==> src/rtl/bin_to_bcd_seq_pkg.sv <==
// Shared definitions for the sequential binary-to-BCD converter.
//   state_t     : controller states (IDLE, SHIFT, DONE)
//   NIB_W       : width of one BCD digit
//   BLANK_CODE  : nibble value shown on every digit when the input overflows
//   max_value() : largest value representable in a given number of digits
package bin_to_bcd_seq_pkg;

   typedef enum logic [1:0] {
      IDLE,
      SHIFT,
      DONE
   } state_t;

   localparam int unsigned NIB_W = 4;
   localparam logic [NIB_W-1:0] BLANK_CODE = 4'hF;

   // 10**digits - 1, used as an elaboration-time constant
   function automatic logic [63:0] max_value(input int unsigned digits);
      logic [63:0] p;
      p = 64'd1;
      for (int unsigned i = 0; i < digits; i++) begin
         p = p * 64'd10;
      end
      return p - 64'd1;
   endfunction

endpackage

==> src/rtl/bin_to_bcd_seq_if.sv <==
// Request/result bundle of the binary-to-BCD converter.
//   start    : conversion request (master -> slave)
//   bin_in   : unsigned binary operand (master -> slave)
//   busy     : conversion in progress (slave -> master)
//   done     : one-cycle pulse, new result valid (slave -> master)
//   bcd_out  : packed BCD result, units digit in [3:0] (slave -> master)
//   overflow : last accepted operand did not fit in DIGITS digits (slave -> master)
interface bin_to_bcd_seq_if
   import bin_to_bcd_seq_pkg::*;
#(
   parameter int unsigned BIN_W  = 14,
   parameter int unsigned DIGITS = 4
) ();

   logic                    start;
   logic [BIN_W-1:0]        bin_in;
   logic                    busy;
   logic                    done;
   logic [NIB_W*DIGITS-1:0] bcd_out;
   logic                    overflow;

   modport master (
      output start, bin_in,
      input  busy, done, bcd_out, overflow
   );

   modport slave (
      input  start, bin_in,
      output busy, done, bcd_out, overflow
   );

endinterface

==> src/rtl/bin_to_bcd_seq_digit_adj.sv <==
// Double-dabble digit correction: adds 3 to a BCD nibble that is 5 or more,
// so that the following left shift carries correctly into the next digit.
// The add wraps at 4 bits; no carry leaves the nibble.
//   din  : working nibble before correction
//   dout : corrected nibble
module bcd_digit_adj
   import bin_to_bcd_seq_pkg::*;
(
   input  logic [NIB_W-1:0] din,
   output logic [NIB_W-1:0] dout
);

   always_comb begin
      dout = din;
      if (din >= NIB_W'(5)) begin
         dout = din + NIB_W'(3);
      end
   end

endmodule

==> src/rtl/bin_to_bcd_seq.sv <==
// Sequential binary-to-BCD converter (double dabble, one bit per cycle).
//   clk   : clock, rising edge
//   rst_n : asynchronous active-low reset
//   bus   : slave side of bin_to_bcd_seq_if (start/bin_in in, busy/done/
//           bcd_out/overflow out)
// A request takes BIN_W SHIFT cycles followed by one DONE cycle. Results are
// published only when entering DONE and hold until the next DONE.
module bin_to_bcd_seq
   import bin_to_bcd_seq_pkg::*;
#(
   parameter int unsigned BIN_W  = 14,
   parameter int unsigned DIGITS = 4
) (
   input  logic               clk,
   input  logic               rst_n,
   bin_to_bcd_seq_if.slave    bus
);

   localparam int unsigned BCD_W   = NIB_W * DIGITS;
   localparam int unsigned CNT_W   = $clog2(BIN_W + 1);
   localparam logic [63:0] MAX_VAL = max_value(DIGITS);

   state_t             state;
   logic [BCD_W-1:0]   work;
   logic [BIN_W-1:0]   bin_sh;
   logic [CNT_W-1:0]   cnt;
   logic               ovf_pend;

   logic [BCD_W-1:0]   work_adj;
   logic [BCD_W-1:0]   work_next;
   logic               unused_msb;
   logic               accept;
   logic               is_over;

   for (genvar g = 0; g < DIGITS; g++) begin : g_adj
      bcd_digit_adj u_adj (
         .din  (work[g*NIB_W +: NIB_W]),
         .dout (work_adj[g*NIB_W +: NIB_W])
      );
   end

   // Shift {work, bin_sh} left by one; the bit leaving the top digit is only
   // non-zero for overflowing operands, whose result is blanked anyway.
   always_comb begin
      work_next  = {work_adj[BCD_W-2:0], bin_sh[BIN_W-1]};
      unused_msb = work_adj[BCD_W-1];
   end

   always_comb begin
      accept  = bus.start && (state == IDLE || state == DONE);
      is_over = 64'(bus.bin_in) > MAX_VAL;
   end

   always_ff @(posedge clk or negedge rst_n) begin
      if (!rst_n) begin
         state        <= IDLE;
         work         <= '0;
         bin_sh       <= '0;
         cnt          <= '0;
         ovf_pend     <= 1'b0;
         bus.busy     <= 1'b0;
         bus.done     <= 1'b0;
         bus.bcd_out  <= '0;
         bus.overflow <= 1'b0;
      end else begin
         case (state)
            IDLE, DONE: begin
               bus.done <= 1'b0;
               if (accept) begin
                  bin_sh   <= bus.bin_in;
                  work     <= '0;
                  cnt      <= CNT_W'(BIN_W);
                  ovf_pend <= is_over;
                  state    <= SHIFT;
                  bus.busy <= 1'b1;
               end else begin
                  state    <= IDLE;
                  bus.busy <= 1'b0;
               end
            end
            SHIFT: begin
               work   <= work_next;
               bin_sh <= bin_sh << 1;
               cnt    <= cnt - CNT_W'(1);
               if (cnt == CNT_W'(1)) begin
                  state        <= DONE;
                  bus.busy     <= 1'b0;
                  bus.done     <= 1'b1;
                  bus.bcd_out  <= ovf_pend ? {DIGITS{BLANK_CODE}} : work_next;
                  bus.overflow <= ovf_pend;
               end
            end
            default: begin
               state    <= IDLE;
               bus.busy <= 1'b0;
               bus.done <= 1'b0;
            end
         endcase
      end
   end

endmodule

==> src/flat_wrapper.sv <==
// flat-port wrapper written by rule: the top's interface ports become plain ports
module bin_to_bcd_seq_flat import bin_to_bcd_seq_pkg::*;
#(
   parameter int unsigned BIN_W  = 14,
   parameter int unsigned DIGITS = 4
)
  (clk, rst_n, bus_start, bus_bin_in, bus_busy, bus_done, bus_bcd_out, bus_overflow);
  bin_to_bcd_seq_if #(.BIN_W(BIN_W), .DIGITS(DIGITS)) bus_i ();
  input  logic clk;
  input  logic rst_n;
  input wire logic [$bits(bus_i.start)-1:0] bus_start;
  input wire logic [$bits(bus_i.bin_in)-1:0] bus_bin_in;
  output wire logic [$bits(bus_i.busy)-1:0] bus_busy;
  output wire logic [$bits(bus_i.done)-1:0] bus_done;
  output wire logic [$bits(bus_i.bcd_out)-1:0] bus_bcd_out;
  output wire logic [$bits(bus_i.overflow)-1:0] bus_overflow;
  assign bus_i.start = bus_start;
  assign bus_i.bin_in = bus_bin_in;
  assign bus_busy = bus_i.busy;
  assign bus_done = bus_i.done;
  assign bus_bcd_out = bus_i.bcd_out;
  assign bus_overflow = bus_i.overflow;
  bin_to_bcd_seq #(.BIN_W(BIN_W), .DIGITS(DIGITS)) u_core (.clk(clk), .rst_n(rst_n), .bus(bus_i));
endmodule
==> config.mk <==
export PLATFORM = sky130hd
export DESIGN_NAME = bin_to_bcd_seq_flat
export DESIGN_NICKNAME = d
export VERILOG_FILES = /design/src/rtl/bin_to_bcd_seq_pkg.sv /design/src/rtl/bin_to_bcd_seq_if.sv /design/src/rtl/bin_to_bcd_seq_digit_adj.sv /design/src/rtl/bin_to_bcd_seq.sv /design/src/flat_wrapper.sv
export SDC_FILE = /design/constraint.sdc
export NUM_CORES = 1
export LEC_CHECK = 0
export ABC_AREA = 0
export CORE_UTILIZATION = 40
export CTS_BUF_LIST = sky130_fd_sc_hd__clkbuf_16
export CTS_CLUSTER_DIAMETER = 100
export DETAILED_ROUTE_END_ITERATION = 16
export DONT_BUFFER_PORTS = 1
export PLACE_DENSITY_LB_ADDON = 0.2
export SLEW_MARGIN = 0
export SYNTH_ARGS = -nofsm -noshare
export SYNTH_HDL_FRONTEND = slang
export SYNTH_SLANG_ARGS = --single-unit
==> constraint.sdc <==
create_clock -name clk -period 1.6 [get_ports clk]
set_clock_uncertainty 0.05 [all_clocks]
set_input_delay 0.16 -clock clk [delete_from_list [all_inputs] [get_ports clk]]
set_output_delay 0.16 -clock clk [all_outputs]
set_load 0.02 [all_outputs]
After elaboration in Yosys (flattened, before gate mapping)
Index checks and enable logic that the tools add are counted.
Operators by class
  $add $sub $neg: 5
  $lt $le $gt $ge: 5
  eq/ne operators: 5
  multiplexer cells: 19
  reduce and logical (&&, ||, !) cells: 8
Operators with widths (number)
  2-to-1 mux 16 bit: 2
  one-hot mux 16 bit (2 select lines): 1
  one-hot mux 14 bit (2 select lines): 1
  greater-or-equal comparator 4 x 3 -> 1 bit (second input constant): 4
  2-to-1 mux 4 bit: 4
  > comparator 14 bit (second input constant): 1
  2-to-1 mux 14 bit: 1
  adder 4 x 2 -> 4 bit (second input constant): 3
  one-hot mux 4 bit (2 select lines): 1
  AND reduction 2 bit: 3
  2-to-1 mux 1 bit: 5
  == test 4 x 1 -> 1 bit (second input constant): 1
  inequality test 2 x 1 -> 1 bit (second input constant): 2
  one-hot mux 2 bit (2 select lines): 1
  subtractor 4 x 1 -> 4 bit (second input constant): 1
  adder 3 x 2 -> 3 bit (second input constant): 1
  2-to-1 mux 3 bit: 1
  == test 2 x 1 -> 1 bit (second input constant): 1
  == test 2 bit (second input constant): 1
  logical NOT 2 bit: 1
  2-to-1 mux 2 bit: 1
  one-hot mux 1 bit (2 select lines): 1
  nonzero test 2 bit: 1
  OR reduction 2 bit: 1
  other kinds (2): 2
Word-level totals
  bits in registers: 56
  bits of input ports: 17
  output and inout port bits: 19
  word-level logic and storage cells: 51

Depth between registers and ports, before layout
  word-level depth: 5
  depth in mapped cells: 7
  gate-level depth less buffers: 6

Modules after synthesis
From an unflattened synthesis, not the netlist that was laid out.
Unflattened totals
  cell total of the unflattened synthesis: 259
  area, all modules: 2715.1 sq um
By module, submodules not included
  bin_to_bcd_seq: times used 1, cells each 195, area each 2309.7 sq um, seq. area each 1376.3 sq um
  bcd_digit_adj: times used 4, cells each 16, area each 101.3 sq um, seq. area each 0.0 sq um

Least setup slack after synthesis
OpenSTA, ideal clock, no wires.
  path kind: register to register
  from: register u_core.cnt[1]
  to: register u_core.bus.bcd_out[14]
  arrival: 1.383 ns
  data required time: 1.429 ns
  setup slack: 0.046 ns
  cell stages (with the launch flop): 8
  buffers on the path: 1
  period minus slack after synthesis: 1.554 ns
  path through: dfrtp_1 -> inv_1 -> ha_1 -> nor3b_2 -> nand2_2 -> or2_0 -> buf_2 -> o22a_1
On the way
  longest elaborated chain between the ends: 2
Ends and longest elaborated chain
  from (decl): RTL line bin_to_bcd_seq.sv:26  | logic [CNT_W-1:0] cnt;
  from (signal assigned): RTL line bin_to_bcd_seq.sv:72  | cnt <= CNT_W'(BIN_W);
  from (signal assigned): RTL line bin_to_bcd_seq.sv:84  | cnt <= cnt - CNT_W'(1);
  == test 4 x 1 -> 1 bit: RTL line bin_to_bcd_seq.sv:85  | if (cnt == CNT_W'(1)) begin
  AND reduction 2 bit (no line)
  to (signal assigned): RTL line bin_to_bcd_seq.sv:89  | bus.bcd_out <= ovf_pend ? {DIGITS{BLANK_CODE}} : work_next;
  to (decl): RTL line bin_to_bcd_seq_if.sv:29  | output busy, done, bcd_out, overflow
No other way between the ends.
A chain may end at the register's enable or synchronous reset.

Final worst setup path
  from: register u_core.cnt[1]
  to: register u_core.bus.bcd_out[10]
The elaborated chain is that of the path after synthesis.

==> results.txt <==
----------------------------------------------------
[Detailed routing]
  Count of TritonRoute iterations in the first routing pass ... 4
  Starting DRT DRC Count ... about 100
  Average wire per cell in the routed design ... 14.5 µm
  Routed vias ... 1949
  Vias per cell ... a little over 5
  Remaining number of nets flagged by the antenna check after routing ... 0
  Post-route DRC violation count ... 0
  Detailed-route wire length ... 5480 µm

[Floorplanning]
  Die area ... 0.00678 mm²
  Site Rows ... 28
  Core box area ... 0.00606 mm²
  Starting Density ... between 40% and 50%
  Vertical die dimension ... ~82 µm
  Width of the die ... 82.4 µm
  Ports ... 36

[CTS]
  Latest clock arrival within the worst-skew pair ... 0.29 ns
  Number of buffers inserted during clock tree synthesis ... 5
  Root Buffer Master ... clkbuf_16
  Clk sinks ... 55
  Reg clk slew, reported paths ... about 0.07 ns
  Clock tree from TritonCTS ... yes
  Count of H-tree levels built during CTS ... 2
  Maximum clock insertion buffer count ... 2

[Status]
  Result of the run ... complete, no violations

[Critical path]
  Req. time, crit path ... 1.73 ns
  Crit start category ... register
  Element type at the critical path end ... register
  Category of the critical setup timing path ... reg2reg
  Critical path data arrival time ... 1.66 ns
  Cell with the largest stage delay on the worst path ... dfrtp_1
  CP peak stage delay ... 0.39 ns
  Largest fanout on the critical path ... 8
  Cell breakdown of the critical path ... inv_2 > ha_4 > nor3b_4 > nand2_2 > or2_4 > o22a_1

[Global routing]
  GRT Residual Overflow ... 0
  Antenna violations before repair ... 0
  Aggregate global-route resource usage ... 17.8%
  Global-route wire length before repair ... 9020 µm
  Largest net degree at the start of global routing ... 56
  Number of global-route vias before repair ... 1865

[Timing]
  Max-slew violation count ... 0
  Max Fclk ... between 600 and 700 MHz
  Final setup violating endpoints ... 0
  Setup repair after global routing missed its margin ... true
  Worst slew margin ... between 70% and 80%
  Number of hold violations in the final report ... 0
  Measured slew at the worst slew-check pin ... roughly 0.44 ns
  Clock period minus worst slack ... 1.53 ns
  Post-route fraction of the period consumed by the critical path ... 95.8%

[Synth]
  Post-Synthesis Cell Area ... 0.00258 mm²
  Dominant combinational cell family by area after synthesis ... compound AO/OA/AOI/OAI gates
  Synth warn ... 0
  Area share of and/or/nand/nor cells after synthesis ... 16.3%
  Post-synthesis sequential element count ... 55
  Compound-cell area share of the yosys netlist ... 17.5%
  Number of nets produced by synthesis ... 289
  Synthesized instance count ... 262
  Per-instance average area after synthesis ... 9.86 µm²
  Mux cell area share after synthesis ... ~2%
  Synth unique cells ... 36
  Fraction of synthesized cell area in xor and xnor cells ... 1.70%
  Adder-cell share of the synthesized area ... 4.84%
  Proportion of synthesized chip area in sequential cells ... 53.3%

[Place]
  Hpwl dp ... 3660 µm
  GP Congestion ... roughly 0.77
  Number of buffers added on ports ... 0
  Placed instance area ... 0.00284 mm²

[Final layout]
  Design area ... 0.00326 mm²
  Layout cells sized above 1 ... 20.8%
  Layout net count ... about 330
  P&R area growth vs syn ... 26.2%
  Count of inserted antenna diode cells ... 0

[Power and ir drop]
  Part of the total power dissipated in sequential elements ... between 40% and 50%
  PnR Total Power ... 0.00694 W
  Pwr Density ... 2130 mW/mm²
  Leakage power total ... 1.50 nW
  Switching Share ... a little under 40%
  Internal Pwr Total ... between 0.004 and 0.005 W
  Power share of the combinational group ... 44.1%
  Net switching power ... about 0.0027 W
  Part of the power in the clock network ... 14.9%
  Worst IR Drop VDD ... 0.00116 V

[Flow run]
  Maximum Capacitance Violations ... 0

[Hold path]
  Class of the tightest hold or removal check ... in2reg

----------------------------------------------------
cells by family after synthesis:
family          count (synthesis)
flops                          55
xor+xnor                        5
buf+inv                        26
simple gates                   91
compound gates                 70
mux                             5
fa+ha+maj                      10
power groups by stage:
stage / registers (W) / logic, W / clock network (W)
after floorplan: 0.00273 / 0.00192 / 0
after global placement: 0.00283 / 0.00268 / 0
after detailed placement: 0.00284 / 0.00272 / 0
after CTS: 0.00284 / 0.00282 / 0.00106
after global routing: 0.00295 / 0.00346 / 0.00112
final: 0.00285 / 0.00306 / 0.00103
layout by cell type (no fill, tap or decap), types with 2 or more instances in the layout:
| master | netlist | final |
|---|---|---|
| buf_12 | 0 | 2 |
| xnor2_1 | 5 | 4 |
| nor3_1 | 6 | 6 |
| a2bb2oi_1 | 3 | 3 |
| nand2b_1 | 10 | 8 |
| o21ai_1 | 19 | 19 |
| o22ai_1 | 2 | 2 |
| buf_4 | 1 | 33 |
| ha_1 | 10 | 7 |
| nand2b_4 | 0 | 2 |
| dlygate4sd3_1 | 0 | 11 |
| o21ai_0 | 7 | 7 |
| nand2_1 | 41 | 41 |
| nor3b_1 | 3 | 3 |
| a31oi_1 | 10 | 10 |
| nor4_1 | 2 | 2 |
| a22o_1 | 10 | 10 |
| a21oi_1 | 8 | 4 |
| nor2_1 | 20 | 19 |
| a21oi_2 | 0 | 4 |
| dfrtp_1 | 55 | 55 |
| clkbuf_16 | 0 | 5 |
| inv_2 | 1 | 2 |
| mux2i_1 | 4 | 3 |
| ha_2 | 0 | 2 |
| nand3_1 | 2 | 2 |
| o22a_1 | 8 | 8 |
| inv_1 | 10 | 10 |
flip-flops by register name (all words and copies together) (netlist names):
signal / cells
u_core.work: 16
u_core.bus.busy: 1
u_core.cnt: 4
u_core.bus.done: 1
u_core.ovf_pend: 1
u_core.bin_sh: 14
u_core.state: 1
u_core.bus.bcd_out: 16
u_core.bus.overflow: 1
area by class of cell:
class / instances / area [µm²]
multi-input cells: 181 / 1170
repair buffers: 48 / 440
fillers: 547 / 2800
flip-flops and latches: 55 / 1380
well taps: 75 / 93.8
clock buffers: 5 / 125
inverters: 11 / 43.8
clock inverters: 3 / 12.5
repair_timing:
item                                   in CTS  in global routing
endpoints found under the hold margin      66                  0
resized for setup                           7                 14
setup endpoints to repair                  12                 17
hold buffers                               12                  0
buffers inserted                            1                  8
pin swaps                                   0                  9
critical path: cells and delay by family, from the launching register on:
kind / cells / cell delay, ns
adder cells (fa/ha/maj): 1 / 0.12
flip-flops: 1 / 0.39
buffers and inverters: 1 / 0.08
AND/OR/NAND/NOR: 3 / 0.59
AO/OA/AOI/OAI: 1 / 0.18
per-stage QoR:
stage / hold WS (ns) / worst slack [ns] / utilization, % / setup TNS (ns) / cells
final: 0.00470 / 0.0679 / 53.8 / 0 / 378
after detailed placement: -0.184 / -0.108 / 46.8 / -0.773 / 349
after global routing: 0.0140 / -0.0422 / 53.8 / -0.193 / 378
after CTS: 0.0118 / 0.0256 / 51.8 / 0 / 370
after floorplan: -0.186 / 0.0457 / - / 0 / 262
after global placement: -0.184 / -0.0499 / 46.8 / -0.160 / 349
synthesized netlist by cell type:
cell,n,area (µm²)
and3_1,1,6.26
nor4_1,2,12.5
xnor2_1,5,43.8
inv_1,10,37.5
o22ai_1,2,12.5
ha_1,10,125
buf_2,7,35.0
mux2i_1,4,40.0
mux2_1,1,11.3
a21oi_1,8,40.0
nor3_1,6,30.0
clkbuf_2,1,5.00
nor3b_2,1,12.5
nor2b_1,2,12.5
nor2_4,1,11.3
clkbuf_1,5,18.8
or2_0,1,6.26
dfrtp_1,55,1380
buf_4,1,7.51
o211ai_1,1,7.51
inv_2,1,3.75
o21ai_1,19,95.1
o311ai_1,1,8.76
nand2_1,41,154
a22o_1,10,87.6
nor2_1,20,75.1
o21ai_0,7,35.0
o22a_1,8,70.1
a22oi_1,1,7.51
nand3_1,2,10.0
nor3b_1,3,22.5
buf_1,1,3.75
a31oi_1,10,62.6
a2bb2oi_1,3,26.3
nand2_2,1,6.26
nand2b_1,10,62.6
per-layer routing:
layer  track usage [%]  wire length, µm
met5                 0                0
met1              26.1             2700
met4              2.63               17
met2              27.5             2610
met3              3.96              157
final timing paths:
| check | from | endpoint | slack, ns | depth (start not counted) |
|---|---|---|---|---|
| worst max-delay path | u_core.cnt[1] | u_core.bus.bcd_out[10] | 0.07 | 6 |
| worst max register to register | u_core.cnt[1] | u_core.bus.bcd_out[10] | 0.07 | 6 |
| worst min-delay path | bus_bin_in[7] | u_core.bin_sh[7] | 0.005 | 2 |
| worst min register to register | u_core.bin_sh[0] | u_core.bin_sh[0] | 0.45 | 1 |
| min in group asynchronous | rst_n | u_core.bin_sh[2] | 0.37 | 2 |
| max in group asynchronous | rst_n | u_core.bus.bcd_out[7] | 0.90 | 2 |
No activity file was read; power rests on OpenSTA's default activity.
